`config.mk`:
```
export PLATFORM = sky130hd
export DESIGN_NAME = jt12_kon_seq
export DESIGN_NICKNAME = d
export VERILOG_FILES = /design/src/rtl/jt12_kon_pkg.sv /design/src/rtl/jt12_kon_csm.sv /design/src/rtl/jt12_kon_seq.sv
export SDC_FILE = /design/constraint.sdc
export NUM_CORES = 1
export LEC_CHECK = 0
export ABC_AREA = 1
export BUFFER_PORTS_ARGS = -buffer_cell sky130_fd_sc_hd__buf_2
export CORE_MARGIN = 2
export CORE_UTILIZATION = 53
export CTS_BUF_LIST = sky130_fd_sc_hd__clkbuf_16
export CTS_CLUSTER_SIZE = 30
export DETAILED_ROUTE_END_ITERATION = 12
export GPL_ROUTABILITY_DRIVEN = 0
export HOLD_SLACK_MARGIN = 0.06
export PLACE_DENSITY = 0.79
export REMOVE_ABC_BUFFERS = 1
export SYNTH_ARGS = -nofsm -noshare
export SYNTH_HDL_FRONTEND = slang
export SYNTH_SLANG_ARGS = --single-unit
```
`constraint.sdc`:
```
create_clock -name clk -period 1.71 [get_ports clk]
set_clock_uncertainty 0.2 [all_clocks]
set_input_delay 0.0855 -clock clk [delete_from_list [all_inputs] [get_ports clk]]
set_output_delay 0.0855 -clock clk [all_outputs]
set_load 0.05 [all_outputs]
```
`src/rtl/jt12_kon_pkg.sv`:
```
// Shared definitions for the key-on sequencer: CSM state encoding, the slot
// order of operator groups, and the slot count for a given channel count.
package jt12_kon_pkg;

  typedef enum logic [1:0] {
    CSM_IDLE,
    CSM_ARMED,
    CSM_ACTIVE
  } csm_state_e;

  // Operator groups are visited S1, S3, S2, S4; entries are key-register bit indices.
  localparam logic [1:0] OP_ORDER [4] = '{2'd0, 2'd2, 2'd1, 2'd3};

  // Channel 3 (zero-based index 2) is the one CSM keys on.
  localparam logic [2:0] CSM_CH = 3'd2;

  function automatic int unsigned slot_count(input int unsigned n_ch);
    return 4 * n_ch;
  endfunction

  function automatic logic [1:0] op_bit(input logic [1:0] grp);
    return OP_ORDER[grp];
  endfunction

endpackage

```
`src/rtl/jt12_kon_csm.sv`:
```
// CSM key-on controller: arms on timer A overflow, then forces channel 3
// key-on for one full slot round starting at slot 0.
module jt12_kon_csm
  import jt12_kon_pkg::*;
(
  input  logic       clk,
  input  logic       rst,
  input  logic       clk_en,
  input  logic       csm_i,
  input  logic       tmr_a_ovf_i,
  input  logic       cnt_zero_i,
  input  logic [4:0] slots_i,
  output logic       force_o
);

  csm_state_e state_q, state_d;
  logic [4:0] left_q, left_d;

  always_ff @(posedge clk) begin
    if (rst) begin
      state_q <= CSM_IDLE;
      left_q  <= '0;
    end else begin
      state_q <= state_d;
      left_q  <= left_d;
    end
  end

  always_comb begin
    state_d = state_q;
    left_d  = left_q;
    if (clk_en) begin
      if (!csm_i) begin
        state_d = CSM_IDLE;
      end else begin
        case (state_q)
          CSM_IDLE: begin
            if (tmr_a_ovf_i) state_d = CSM_ARMED;
          end
          CSM_ARMED: begin
            // Remaining count covers the slots after the entry edge.
            if (cnt_zero_i) begin
              state_d = CSM_ACTIVE;
              left_d  = slots_i - 5'd1;
            end
          end
          CSM_ACTIVE: begin
            if (left_q == '0) state_d = CSM_IDLE;
            else              left_d  = left_q - 5'd1;
          end
          default: state_d = CSM_IDLE;
        endcase
      end
    end
  end

  assign force_o = (state_q == CSM_ACTIVE);

endmodule

```
`src/rtl/jt12_kon_seq.sv`:
```
// Key-on register bank and slot sequencer: walks every operator slot and
// emits the serial key-on bit for the envelope generator.
module jt12_kon_seq
  import jt12_kon_pkg::*;
#(
  parameter int num_ch = 6
) (
  input  logic       clk,
  input  logic       rst,
  input  logic       clk_en,
  input  logic       kon_wr,
  input  logic [2:0] kon_ch,
  input  logic [3:0] kon_op,
  input  logic       csm,
  input  logic       tmr_a_ovf,
  output logic       keyon_I,
  output logic [4:0] slot,
  output logic       zero
);

  localparam int unsigned NUM_CH_U  = num_ch;
  localparam int unsigned SLOTS     = slot_count(NUM_CH_U);
  localparam logic [4:0]  SLOTS_V   = 5'(SLOTS);
  localparam logic [4:0]  LAST_SLOT = 5'(SLOTS - 1);
  localparam logic [2:0]  LAST_CH   = 3'(NUM_CH_U - 1);

  logic [4:0] cnt_q, cnt_d;
  logic [2:0] ch_q, ch_d;
  logic [1:0] grp_q, grp_d;
  logic [3:0] key_q [num_ch];
  logic       keyon_q, slot_zero_q;
  logic [4:0] slot_q;

  logic       wr_ok;
  logic [2:0] wr_idx;
  logic [3:0] key_sel;
  logic       kon_d;
  logic       force_on;

  always_comb begin
    wr_idx = kon_ch[2] ? (3'(kon_ch[1:0]) + 3'd3) : 3'(kon_ch[1:0]);
    wr_ok  = kon_wr && (kon_ch[1:0] != 2'd3) && ((NUM_CH_U == 6) || !kon_ch[2]);
  end

  always_ff @(posedge clk) begin
    if (rst) begin
      for (int unsigned i = 0; i < NUM_CH_U; i++) key_q[i] <= '0;
    end else if (clk_en && wr_ok) begin
      for (int unsigned i = 0; i < NUM_CH_U; i++) begin
        if (wr_idx == 3'(i)) key_q[i] <= kon_op;
      end
    end
  end

  // Channel and group counters track cnt % num_ch and cnt / num_ch without dividers.
  always_comb begin
    cnt_d = (cnt_q == LAST_SLOT) ? '0 : cnt_q + 5'd1;
    if (ch_q == LAST_CH) begin
      ch_d  = '0;
      grp_d = grp_q + 2'd1;
    end else begin
      ch_d  = ch_q + 3'd1;
      grp_d = grp_q;
    end
  end

  always_comb begin
    key_sel = '0;
    for (int unsigned i = 0; i < NUM_CH_U; i++) begin
      if (ch_q == 3'(i)) key_sel = key_q[i];
    end
    kon_d = key_sel[op_bit(grp_q)] | (force_on && (ch_q == CSM_CH));
  end

  always_ff @(posedge clk) begin
    if (rst) begin
      cnt_q       <= '0;
      ch_q        <= '0;
      grp_q       <= '0;
      slot_q      <= '0;
      slot_zero_q <= 1'b0;
      keyon_q     <= 1'b0;
    end else if (clk_en) begin
      cnt_q       <= cnt_d;
      ch_q        <= ch_d;
      grp_q       <= grp_d;
      slot_q      <= cnt_q;
      slot_zero_q <= (cnt_q == '0);
      keyon_q     <= kon_d;
    end
  end

  jt12_kon_csm u_csm (
    .clk         (clk),
    .rst         (rst),
    .clk_en      (clk_en),
    .csm_i       (csm),
    .tmr_a_ovf_i (tmr_a_ovf),
    .cnt_zero_i  (cnt_q == '0),
    .slots_i     (SLOTS_V),
    .force_o     (force_on)
  );

  assign keyon_I = keyon_q;
  assign slot    = slot_q;
  assign zero    = slot_zero_q;

endmodule

```
**Yosys cells after proc, flatten, opt, wreduce, memory -nomap -nowiden**

Memories as Yosys holds them, arrays and structs flattened.
Cells that the tools add are included.
Widths: inputs -> output; s select.

- Logic and storage cells: 109
- Bits in registers: 24
- Memories kept: 1
- Output and inout port bits: 7
- Bits of input ports: 13
- RAM bits: 24

Memories:

| memory | depth | bits a word | rd ports | clocked after memory_dff | wr ports | line | RTL |
|---|---|---|---|---|---|---|---|
| key_q | 6 | 4 | 6 | 0 | 6 | jt12_kon_seq.sv:30 | `logic [3:0] key_q [num_ch];` |

- Equality and inequality tests: 19
- Mux-type cells: 54
- Reduce and logical (&&, ||, !) cells: 12
- Add/sub/neg operators: 5
- Bitwise operators: 8
- $lt $le $gt $ge: 2

Operators by type and width:

| operator | count |
|---|---|
| $mux 4 | 12 |
| $mux 1 | 27 |
| $mux 5 | 3 |
| $eq 3x2->1 const B | 4 |
| $eq 3x3->1 const B | 4 |
| $mux 2 | 6 |
| $logic_not 5->1 | 2 |
| $pmux 5 s2 | 1 |
| $or 1x1->1 | 7 |
| $eq 3x1->1 const B | 2 |
| $logic_not 3->1 | 2 |
| $mux 3 | 2 |
| $ne 3x2->1 const B | 2 |
| $pmux 2 s3 | 1 |
| $add 5x1->5 const B | 1 |
| $eq 5x5->1 const B | 1 |
| $reduce_and 5->1 | 1 |
| $sub 5x1->5 const B | 1 |
| $bmux 2 s2 | 1 |
| $ne 2x2->1 const B | 2 |
| $reduce_and 4->1 | 1 |
| $add 2x2->3 const B | 1 |
| $add 3x1->3 const B | 1 |
| $ge 3x3->1 const B | 1 |
| other kinds (12) | 14 |

**Longest topological paths before layout**

- Depth after elaboration: 10
- Mapped depth: 16
- Depth with buffers taken out: 14

**By module**

Synthesis repeated with hierarchy kept, for this count alone.

- Cell total of the unflattened synthesis: 346
- Area total of the unflattened synthesis: 2,607.5 um2

By module, submodules not included:

| module | area each (um2) | instances | cells an instance | seq. area each (um2) |
|---|---|---|---|---|
| jt12_kon_seq | 2,038.2 | 1 | 246 | 1,061.0 |
| jt12_kon_csm | 569.3 | 1 | 100 | 140.1 |

**Worst setup path before layout**

No wires, ideal clock.

- Kind: input to register
- Start: in kon_ch[0]
- End: mem key_q[2][0] (enable)
- Path buffers: 0
- Cell stages on the path: 5
- Setup time: 361 ps
- Required time: 1,149 ps
- Arrival time: 1,194 ps
- Slack: -45 ps
- Cell sequence: inv_1 -> ha_1 -> o21ai_0 -> nand2_1 -> o21ai_0

RTL lines:

| item | line | RTL |
|---|---|---|
| from (decl) | jt12_kon_seq.sv:12 | `input logic [2:0] kon_ch,` |
| to (decl) | jt12_kon_seq.sv:30 |  |

**Worst setup path in the final report**

- Start: reg ch_q[2]
- End: reg grp_q[1]

- Cells in the longest elaborated chain, start to end: 2

Ends and longest elaborated chain:

| item | line | RTL |
|---|---|---|
| from (decl) | jt12_kon_seq.sv:28 | `logic [2:0] ch_q, ch_d;` |
| from (signal assigned) | jt12_kon_seq.sv:85 | `ch_q <= ch_d;` |
| $eq 3x3->1 | jt12_kon_seq.sv:58 | `if (ch_q == LAST_CH) begin` |
| $reduce_and 2->1 (no source line) | - |  |
| to (signal assigned) | jt12_kon_seq.sv:86 | `grp_q <= grp_d;` |
| to (decl) | jt12_kon_seq.sv:29 | `logic [1:0] grp_q, grp_d;` |

No other way between the ends.
A chain may end at the register's enable or synchronous reset.

==> results.yml <==
die:
  die_h_um: 72.59
  chipWidth_um: 72.59
  initial_utilization_pct: 56.11
  ios: 20
  die-area_mm2: 0.005269
  rows: 24
  coreArea_mm2: 0.004444
grt:
  grt_first_pass_wirelength_um: 8604
  grt_util_all_layers_pct: 21.14
  first_global_vias: 2019
  grt_max_degree: 18
  grt_overflow_total: 0
  antenna_found_initial: 0
layout:
  nets: 371
  ff_latch_area_mm2: 0.001209
  fillers: 347
  final_cell_mix: "55 x nor2_1, 47 x nand2_1, 28 x inv_1, 24 x edfxtp_1, 22 x buf_4"
  final_common_cell: "nor2_1"
  post_route_cells_drive_above_1_share_pct: 22.41
  postLayoutCellArea_mm2: 0.003048
  syn_to_final_growth_pct: 22.23
  fin_cells: 400
  multi_input_area_mm2: 0.001132
  antennaDiodeCount: 0
worst_setup_path:
  cp.arrival_ps: 1730
  crit_required_ps: 1730
  crit_type: "reg -> reg"
  worstReg2RegStart: "ch_q[2]"
  cp-end-kind: "register"
  crit_start: "ch_q[2]"
  crit_path_max_fanout: 7
  cp-start-kind: "register"
pwr:
  p_leak_nw: 1.313
  peakVddDrop_mv: 0.6776
  power.density_mw_per_mm2: 923.7
synth:
  synth_warnings: 0
  ys_seq_area_share_pct: 48.17
  synth_top_area_cell: "edfxtp_1"
  ys_types: 30
  syn_area_per_cell_um2: 8.285
  synthTopCellsByArea: "edfxtp_1 29%, dfxtp_1 19%, nor2_1 8.6%"
  ys_seq_elements: 48
  synth_area_mm2: 0.002494
  synth_top_area_share_pct: 28.90
  syn_inst: 301
routing:
  dr.max_layer_used: "met4"
  ant_nets: 0
  wl_met3_um: 233
  drc: 0
  drtIter0Drc: 111
  viasPerCell: 5.350
  drt_first_pass_iters: 5
  wirelength_um: 5065
  wl_per_cell_um: 12.66
  vias: 2140
  wl_met1_um: 2240
  wl_met2_um: 2482
clocking:
  clock-sinks: 48
  cts_buffer_depth: 2
  clk_latency_ps: 290
  path_clk_slew_ps: 70
  cts_tree: "yes"
  cts_max_level: 2
  cts_made_buffers: 5
  cts_root_buf: "clkbuf_16"
sta:
  relSlewSlack_pct: 76.76
  rsz0062_at_grt: "yes"
  setup_ws_ps: -3.960
  finalCritPeriodShare_pct: 100.2
  fin_crit_ps: 1714
  setup_viol: 1
  fin_tns_setup_ps: -3.960
  slew_violations: 0
  whs_ps: 72.31
  hold_viol: 0
  worst-slew-pin-transition_ps: 346.0
  timing.fmax_ghz: 0.5834
outcome:
  violations: "negative setup slack"
  outcome: "complete, but fails checks"
placement:
  io_buffer_count: 19
  placed_area_mm2: 0.002754
  dpl.cell_count: 385
  dpl.hpwl_um: 3627
run:
  max-cap-violations: 0
min_path:
  worstHoldStart: "clk_en"
  hp-class: "in -> reg"
synthesized netlist by cell type:
master,count
a21oi_1,22
nor3_1,4
o21ai_0,16
buf_6,2
inv_1,30
ha_1,11
edfxtp_1,24
or2_0,2
nor3_4,2
xor2_1,3
a211oi_1,3
nand4_1,9
a221oi_1,1
o21a_1,1
nand3_2,1
nand2_1,48
nand3_1,18
dfxtp_1,24
clkbuf_1,2
buf_4,2
nor2_4,1
xnor2_1,1
buf_2,3
a31oi_1,3
nor4_1,3
nor3_2,1
inv_2,5
nor2_1,57
dlymetal6s2s_1,1
nand4_2,1
cells by family (layout without fill, tap and decap cells):
family	count (synthesis)	after routing	share of synthesized area [%]
AOI/OAI and AO/OA	46	46	9.935
xor gates and xnor gates	4	4	1.405
buffers and inverters	45	92	8.178
DFF	48	48	48.17
and+or+nand+nor	147	147	26.79
adders and majority gates	11	11	5.519
timing repair:
item | in CTS | in global routing
setup endpoints to repair | 2 | 25
endpoints found under the hold margin | 33 | 0
hold buffers | 6 | 0
gates resized for setup | 2 | 19
cloned | 0 | 0
buffers inserted | 1 | 0
pin swaps | 1 | 1
path summary, 6_finish.rpt:
| path | end | slack, ps | cells past startpoint |
|---|---|---|---|
| max reg2reg | grp_q[1] | -4 | 9 |
| min | slot[1] | 70 | 3 |
| max | grp_q[1] | -4 | 9 |
| min reg2reg | u_csm.left_q[0] | 250 | 1 |
through the flow:
stage	utilization [%]	worst slack, ps	total power [mW]
after floorplan	-	-45.13	1.610
after global placement	61.97	5.001	1.752
after detailed placement	61.97	-32.39	1.765
after CTS	67.23	-8.281	2.796
after global routing	68.58	-132.1	2.933
final	68.58	-3.960	2.815
power breakdown:
part	internal, mW	switching (mW)	total (mW)
Combinational	0.179	0.290	0.469
Clock	0.628	0.404	1.03
Sequential	1.28	0.0348	1.31
layer usage:
layer,vias to the layer above,global-route usage (%)
li1,1093,-
met1,981,25.74
met2,56,35.25
met3,10,4.696
met4,0,10.70
met5,-,0
area by class of cell:
| cell class | instances | share of cell area, % |
|---|---|---|
| inverters | 35 | 4.516 |
| clock buffers | 6 | 4.926 |
| clock inverters | 2 | 0.3695 |
| multi-input cells | 208 | 37.15 |
| repair buffers | 49 | 11.25 |
| well taps | 52 | 2.135 |
| flip-flops and latches | 48 | 39.66 |
sequential cells by signal, indices dropped and copies added, names as in the netlist:
signal and flops:
key_q 24, cnt_q 5, slot 5, u_csm.left_q 5, ch_q 3, grp_q 2
u_csm.state_q 2, keyon_I 1, zero 1
critical path, stage by stage (launching register included):
cell and delay [ps]:
dfxtp_2 360, inv_4 60, buf_6 130, nor3_4 210
inv_2 90, nor2_1 170, inv_1 60, nor2_1 150
o21ai_0 100, a21oi_1 120
Note: power is estimated with default switching activity, not from simulation.
